==> config.mk <==
export PLATFORM = sky130hd
export DESIGN_NAME = hit_judge
export DESIGN_NICKNAME = d
export VERILOG_FILES = /design/src/rtl/hit_judge_pkg.sv /design/src/rtl/hit_judge_btn_sync_edge.sv /design/src/rtl/hit_judge.sv
export SDC_FILE = /design/constraint.sdc
export NUM_CORES = 1
export LEC_CHECK = 0
export CAP_MARGIN = 30
export CORE_ASPECT_RATIO = 0.5
export CORE_MARGIN = 3
export CORE_UTILIZATION = 45
export DETAILED_ROUTE_END_ITERATION = 12
export PLACE_DENSITY = 0.64
export SLEW_MARGIN = 15
export SYNTH_ARGS = -nofsm -noshare
export SYNTH_HDL_FRONTEND = slang
export SYNTH_SLANG_ARGS = --single-unit
export TNS_END_PERCENT = 10
==> constraint.sdc <==
create_clock -name clk -period 5 [get_ports clk]
set_input_delay 0.5 -clock clk [delete_from_list [all_inputs] [get_ports clk]]
set_output_delay 0.5 -clock clk [all_outputs]
set_load 0.01 [all_outputs]
==> src/rtl/hit_judge_pkg.sv <==
`default_nettype none
// ============================================================================
// Module  : hit_judge_pkg
// Brief   : Grade encoding, note-slot states and default timing windows for
//           the rhythm-game hit judge.
// Revision: 1.0 - initial release
// ============================================================================
package hit_judge_pkg;

  // Grade encoding must match what the downstream score accumulator decodes.
  typedef enum logic [1:0] {
    GRADE_BAD    = 2'b00,
    GRADE_NORMAL = 2'b01,
    GRADE_NICE   = 2'b10,
    GRADE_GREAT  = 2'b11
  } grade_t;

  typedef enum logic [0:0] {
    SLOT_EMPTY = 1'b0,
    SLOT_ARMED = 1'b1
  } slot_t;

  localparam int c_def_time_w     = 16;
  localparam int c_def_great_win  = 20;
  localparam int c_def_nice_win   = 50;
  localparam int c_def_normal_win = 100;
  localparam int c_def_bad_win    = 150;

endpackage : hit_judge_pkg
`default_nettype wire

==> src/rtl/hit_judge_btn_sync_edge.sv <==
`default_nettype none
// ============================================================================
// Module  : btn_sync_edge
// Brief   : Two-flop synchroniser for an asynchronous button level followed by
//           a single-cycle rising-edge pulse.
// Revision: 1.0 - initial release
// ============================================================================
module btn_sync_edge (
  input  logic clk,
  input  logic rst,
  input  logic async_in,
  output logic rise_pulse
);

  logic r_meta;
  logic r_sync;
  logic r_prev;

  always_ff @(posedge clk) begin
    if (rst) begin
      r_meta <= 1'b0;
      r_sync <= 1'b0;
      r_prev <= 1'b0;
    end else begin
      r_meta <= async_in;
      r_sync <= r_meta;
      r_prev <= r_sync;
    end
  end

  // A held button yields exactly one pulse, on the cycle it first appears synced.
  assign rise_pulse = r_sync & ~r_prev;

endmodule : btn_sync_edge
`default_nettype wire

==> src/rtl/hit_judge.sv <==
`default_nettype none
// ============================================================================
// Module  : hit_judge
// Brief   : Run-gated millisecond timer, single pending note slot, and timing
//           judgment of button presses and missed notes into a graded pulse.
// Revision: 1.0 - initial release
// ============================================================================
module hit_judge
  import hit_judge_pkg::*;
#(
  parameter int TIME_W     = c_def_time_w,
  parameter int GREAT_WIN  = c_def_great_win,
  parameter int NICE_WIN   = c_def_nice_win,
  parameter int NORMAL_WIN = c_def_normal_win,
  parameter int BAD_WIN    = c_def_bad_win
) (
  input  logic              clk,
  input  logic              rst,
  input  logic              tick_ms,
  input  logic              run,
  input  logic              btn_raw,
  input  logic              note_valid,
  input  logic [TIME_W-1:0] note_time,
  output logic              note_ready,
  output logic [TIME_W-1:0] now_ms,
  output logic              triggered_point,
  output logic [1:0]        triggered_state
);

  // Two extra bits keep the difference of two unsigned times exact.
  localparam int c_d_w = TIME_W + 2;

  localparam logic [c_d_w-1:0] c_great  = c_d_w'(GREAT_WIN);
  localparam logic [c_d_w-1:0] c_nice   = c_d_w'(NICE_WIN);
  localparam logic [c_d_w-1:0] c_normal = c_d_w'(NORMAL_WIN);
  localparam logic [c_d_w-1:0] c_bad    = c_d_w'(BAD_WIN);

  logic [TIME_W-1:0] r_now;
  logic [TIME_W-1:0] r_target;
  slot_t             r_slot;
  slot_t             w_slot_nxt;
  logic              r_point;
  grade_t            r_state;

  logic              w_press;
  logic              w_sat;
  logic [c_d_w-1:0]  w_d;
  logic              w_neg;
  logic [c_d_w-1:0]  w_mag;
  logic              w_in_window;
  logic              w_early_bad;
  logic              w_late;
  logic              w_fire;
  grade_t            w_grade;

  btn_sync_edge u_btn (
    .clk        (clk),
    .rst        (rst),
    .async_in   (btn_raw),
    .rise_pulse (w_press)
  );

  assign w_sat = &r_now;

  always_ff @(posedge clk) begin
    if (rst) begin
      r_now <= '0;
    end else if (run && tick_ms && !w_sat) begin
      r_now <= r_now + TIME_W'(1);
    end
  end

  assign w_d   = {2'b00, r_now} - {2'b00, r_target};
  assign w_neg = w_d[c_d_w-1];
  assign w_mag = w_neg ? -w_d : w_d;

  assign w_in_window = (w_mag <= c_normal);
  assign w_early_bad = w_neg && (w_mag > c_normal) && (w_mag <= c_bad);
  assign w_late      = !w_neg && (w_mag > c_normal);

  always_comb begin
    w_slot_nxt = r_slot;
    w_fire     = 1'b0;
    w_grade    = GRADE_BAD;
    case (r_slot)
      SLOT_EMPTY: begin
        if (note_valid) begin
          w_slot_nxt = SLOT_ARMED;
        end
      end
      SLOT_ARMED: begin
        if (run) begin
          // A press on the same cycle as a miss is judged as a press.
          if (w_press && w_in_window) begin
            w_fire = 1'b1;
            if (w_mag <= c_great) begin
              w_grade = GRADE_GREAT;
            end else if (w_mag <= c_nice) begin
              w_grade = GRADE_NICE;
            end else begin
              w_grade = GRADE_NORMAL;
            end
          end else if (w_press && (w_early_bad || w_late)) begin
            w_fire = 1'b1;
          end else if (w_late || w_sat) begin
            // A saturated timer can never pass a late target, so it forces the miss.
            w_fire = 1'b1;
          end
          if (w_fire) begin
            w_slot_nxt = SLOT_EMPTY;
          end
        end
      end
      default: begin
        w_slot_nxt = SLOT_EMPTY;
      end
    endcase
  end

  always_ff @(posedge clk) begin
    if (rst) begin
      r_slot   <= SLOT_EMPTY;
      r_target <= '0;
      r_point  <= 1'b0;
      r_state  <= GRADE_BAD;
    end else begin
      r_slot  <= w_slot_nxt;
      r_point <= w_fire;
      if (r_slot == SLOT_EMPTY && note_valid) begin
        r_target <= note_time;
      end
      if (w_fire) begin
        r_state <= w_grade;
      end
    end
  end

  assign note_ready      = (r_slot == SLOT_EMPTY);
  assign now_ms          = r_now;
  assign triggered_point = r_point;
  assign triggered_state = r_state;

endmodule : hit_judge
`default_nettype wire

==> results of run 1 <==
[cell usage in the layout, fill, tap and decap left out, types with 3 or more instances in the layout]
cell type / n
a32oi_1: 3
inv_1: 22
xor2_1: 14
and3_1: 6
a21o_1: 5
xnor2_1: 14
buf_4: 3
or3_1: 6
ha_1: 18
a31o_2: 4
clkbuf_16: 5
clkdlybuf4s50_1: 41
and2_1: 6
o21ai_0: 19
mux2i_1: 6
nand4_1: 8
a211oi_1: 3
or4_1: 3
dfxtp_1: 39
nor2b_1: 8
and4_1: 4
nor2_1: 42
nand2_1: 60
nand2b_1: 6
nand3_1: 18
o211ai_1: 5
nor3_1: 10
a21oi_1: 40
[area by class of cell]
class | count | area (sq um) | area share, %
Clock buffer | 5 | 125 | 2.99
Clock inverter | 3 | 47.5 | 1.14
Inverter | 22 | 82.6 | 1.98
Multi-Input combinational cell | 381 | 2570 | 61.6
Sequential cell | 39 | 781 | 18.7
Tap cell | 108 | 135 | 3.23
Timing Repair Buffer | 44 | 433 | 10.4
[final timing paths]
check | start | end | depth (start not counted)
max | now_ms[0] | triggered_state[1] | 14
min | u_btn.r_meta | u_btn.r_sync | 1
max reg2reg | now_ms[0] | triggered_state[1] | 14
min reg2reg | u_btn.r_meta | u_btn.r_sync | 1
[state kept, by name, summed over array words and instances, names as in the netlist]
name,count
u_btn.r_sync,1
r_target,16
now_ms,16
r_slot,1
triggered_state,2
u_btn.r_prev,1
u_btn.r_meta,1
triggered_point,1
[per-stage QoR]
stage                     total power, W  utilization (%)  cells
after global routing             0.00122             55.8    602
after CTS                        0.00115             55.7    601
after global placement          0.000781             53.4    593
after floorplan                 0.000680                -    461
final                            0.00115             55.8    602
after detailed placement        0.000777             53.4    593
[logic make-up after synthesis]
group | synth area share (%)
AOI/OAI and AO/OA | 24.0
xor gates and xnor gates | 8.77
adders and majority gates | 6.93
buffers and inverters | 5.13
DFF | 22.1
muxes | 2.65
and+or+nand+nor | 30.4
[metal layers]
layer / routed length, um / up-vias
li1: - / 1732
met1: 5230 / 1578
met3: 554 / 6
met2: 3490 / 99
met4: 46 / 0
met5: 0 / -
[where the power goes]
group	internal, W	switching, W
combinational	0.000185	0.000268
sequential	0.000321	0.00000840
clock	0.000238	0.000133
total	0.000744	0.000410
==> metrics, run 1 <==
Vias=3415; fin nets=534; first-pass GRT wire length=~15000 um; clock buffer depth=2; Die Ht=~69 um; Routed WL=around 9300 um; worst slack, placed=just under 1000 ps; Num CTS Buffers=5; Resized Gates After CTS=0; Slew headroom=54.8%; global-route usage over all layers=between 20% and 30%; fmax=~0.24 GHz; Hold Slack=between 400 and 500 ps; MaxCap Viol Count=0; Worst Path Class, Setup=flop to flop; outcome=completed; count leader, synth=nand2_1; syn nets=502; Diodes inserted=0; Req. time, crit path=5210 ps; Rows=22; Post-synth EDFFs=0; routability congestion estimate=a little under 0.9; top cells by count, synth=nand2_1 (60), nor2_1 (42), a21oi_1 (40), dfxtp_1 (39), inv_1 (22); Detailed Route Iter0 Violations=between 300 and 400; Synth cell types=86; share of flip-flops with an asynchronous set or reset=0%; Vias/cell=between 5 and 6; most area-hungry cell type in the Yosys netlist=dfxtp_1; Min Clock Period, post-route=a little over 4000 ps; Final HPWL DP=7160 um; Post-Syn Area per Cell=approximately 7.7 sq um; Hold Crit Class=flop to flop; drt drc=0; Final Max Tran Viols=0; slowest stage delay, CP=between 400 and 500 ps; count of final setup violators=0; vias in the first global route=between 2000 and 3000; Core Area=~7500 sq um; die footprint=~9000 sq um; crit-path max FO=10; period utilization=between 80% and 90%; Final WS setup=between 900 and 1000 ps; CP delay by family, top=simple AND/OR/NAND/NOR gates; startpoint types=flop; htree depth=2; synthesis-stage register bit count=39; CTS hold repair buffers=0; IO Port Bufs=just over 40; met2 Use GR=around 29%; grt met1 use=33.8%; critical path arrival=4300 ps; sequential share of the synthesized area=between 20 and 25%; Area after DPL=~4000 sq um; Worst-Margin Slew=a little under 700 ps; Synth Warn #=0; DRT antenna net count=0; Global Route met3 Usage=1.96%; layer with the highest usage=met1; Cell Pwr Density=roughly 280 nW/um^2; IO Pins=42; Final Instance Area=between 4000 and 5000 sq um; drt first pass iters=5; worst skew pair latency=approximately 280 ps; Final Hold Fails=0; RSZ-0062 raised after global routing=no; critical-path cell list=inv_1, ha_1, fa_1, nand2b_1, a21oi_1, xor2_2, or3_4, nor3_2, o2111ai_2, o41ai_2, o2bb2ai_1, or3_1, nand4_2, mux2i_1; Mapped Cells=approximately 460; crit end category=flop; crit path buf inv count=1; clk root buf=clkbuf_16; die width=roughly 130 um; largest net degree at the start of global routing=41; CTS tree=done; clock-pin slew on the worst setup and hold paths=around 60 ps; Pleak=between 1.5 and 2 nW; fill count=approximately 750; r2r setup slk=~910 ps; layout cells sized above 1=a little over a tenth; GRT overflow=0; Synth Cell Area=3540 sq um; setup bufs post-CTS=0; Max stage delay cell, worst path=or3_4; clk sinks=39; setup tns final=0 ps; post-DR wirelength/cell=15.5 um; area delta synth->final=18.1%; Post-synth top flop=dfxtp_1; initial core utilization=between 40 and 50%; initial antenna violation count=0; top post-synthesis cells by area=dfxtp_1 (22%), ha_1 (6.4%), nand2_1 (6.4%); worst vdd ir=0.134 mV; top cell type's share of synthesized area=~22%; Worst Skew=roughly 7.0 ps
(Power assumes the default switching activity.)
==> run 2: changes to the inputs <==
Clock period 5 ns to 3.85 ns, I/O delays scaled along.
==> metrics, run 2 (synthesis gave the netlist of run 1 again) <==
layout cells sized above 1=16.0%; Pleak=roughly 1.7 nW; critical path arrival=roughly 3900 ps; drt drc=0; fill count=~710; htree depth=2; Storage cell area=slightly below 800 sq um; Diodes inserted=0; Crit. Startpoint=now_ms[0]; Cell Pwr Density=about 350 nW/um^2; vias in the first global route=2972; worst skew pair latency=around 290 ps; Final Hold Fails=0; Num CTS Buffers=5; Worst Skew=5.36 ps; CTS tree=done; fin cells=~620; outcome=completed; MaxCap Viol Count=0; Detailed Route Iter0 Violations=211; fin nets=approximately 550; Worst-Margin Slew=between 600 and 700 ps; IO Port Bufs=41; die width=131 um; clock-pin slew on the worst setup and hold paths=~60 ps; drt first pass iters=5; crit-path max FO=6; Hold Startpoint=u_btn.r_meta; initial core utilization=a little under half; area of the multi-input gates=around 2700 sq um; period utilization=about 95%; Hold Crit Class=flop to flop; count of final setup violators=0; clock buffer depth=2; Slew headroom=58.4%; Core Area=between 7000 and 8000 sq um; commonest non-fill, non-tap cells in the layout=nand2_1 (60), nor2_1 (42), clkdlybuf4s50_1 (41); Die Ht=68.7 um; r2r setup slk=about 180 ps; first-pass GRT wire length=15200 um; Vias=3521; area delta synth->final=24.3%; fmax=around 0.27 GHz; Vias/cell=5.67; Worst Path Class, Setup=flop to flop; clk root buf=clkbuf_16; Min Clock Period, post-route=between 3000 and 4000 ps; initial antenna violation count=0; die footprint=around 9000 sq um; Placed Instances=slightly above 600; Routed WL=9600 um; worst vdd ir=0.159 mV; IO Pins=between 40 and 50; R2R Path Start=now_ms[0]; post-DR wirelength/cell=~15 um; Req. time, crit path=4050 ps; Rows=22; largest net degree at the start of global routing=41; Power Total=approximately 0.0015 W; Final HPWL DP=between 7000 and 8000 um; Final Max Tran Viols=0; clk sinks=39; commonest non-fill, non-tap cell in the layout=nand2_1; routability congestion estimate=~0.90; DRT antenna net count=0; Hold Slack=~450 ps; global-route usage over all layers=around a fifth; startpoint types=flop; GRT overflow=0; setup tns final=0 ps; CTS hold repair buffers=0; crit end category=flop
-- run 2: changes by cell type in the layout (fill, tap and decap cells not counted), moves of 2 or more --
| cell | before | now |
|---|---|---|
| nor3_4 | 1 | 3 |
| nor3_2 | 2 | 0 |
| xnor2_1 | 14 | 12 |
| ha_1 | 18 | 16 |
| buf_4 | 3 | 22 |
-- run 2: critical path, cell delays in order, from the launching register on --
cell,delay (ps)
dfxtp_1,330
inv_1,40
ha_1,210
fa_2,360
nand2b_4,160
a211oi_4,370
buf_4,190
nor2_4,60
o22a_2,210
and4_2,240
o2111ai_2,250
mux2i_1,220
o2bb2ai_1,160
or3_1,410
nand4_2,150
mux2i_1,230
-- run 2: metal layers --
layer / GRT usage (%) / vias to the layer above / wire length, um / part of all wire (%)
met5: 0 / - / 0 / 0
met4: 3.27 / 0 / 48 / 0.50
met3: 3.33 / 5 / 633 / 6.6
met2: 29.3 / 133 / 3680 / 38
met1: 32.7 / 1616 / 5230 / 54
li1: - / 1767 / - / -
-- run 2: power by group --
part	switching (W)	leakage [nW]	internal [W]
clock network	0.000171	0.0731	0.000259
registers	0.00000878	0.318	0.000417
logic	0.000377	1.29	0.000294
-- run 2: cell type report --
| type | count | share of cell area, % |
|---|---|---|
| multi-input cells | 381 | 60.7 |
| flip-flops and latches | 39 | 17.8 |
| repair buffers | 63 | 13.1 |
| clock buffers | 6 | 3.16 |
| well taps | 108 | 3.07 |
| inverters | 22 | 1.88 |
| clock inverters | 2 | 0.370 |
-- run 2: path summary, 6_finish.rpt --
path / to / cells after the start
max: triggered_state[0] / 15
min reg2reg: u_btn.r_sync / 1
max reg2reg: triggered_state[0] / 15
min: u_btn.r_sync / 1
-- run 2: timing repair --
action                     in CTS  in global routing
gates resized for setup         0                 19
hold endpoints to repair        0                  0
buffers inserted                0                  4
setup endpoints to repair       0                  4
-- run 2: per-stage QoR --
step	area [sq um]	util (%)	worst slack, ps
after detailed placement	4110	54.9	33.3
after floorplan	3540	-	159
final	4400	58.7	183
after global placement	4110	54.9	169
after global routing	4400	58.7	-20.4
after CTS	4270	57.0	29.4
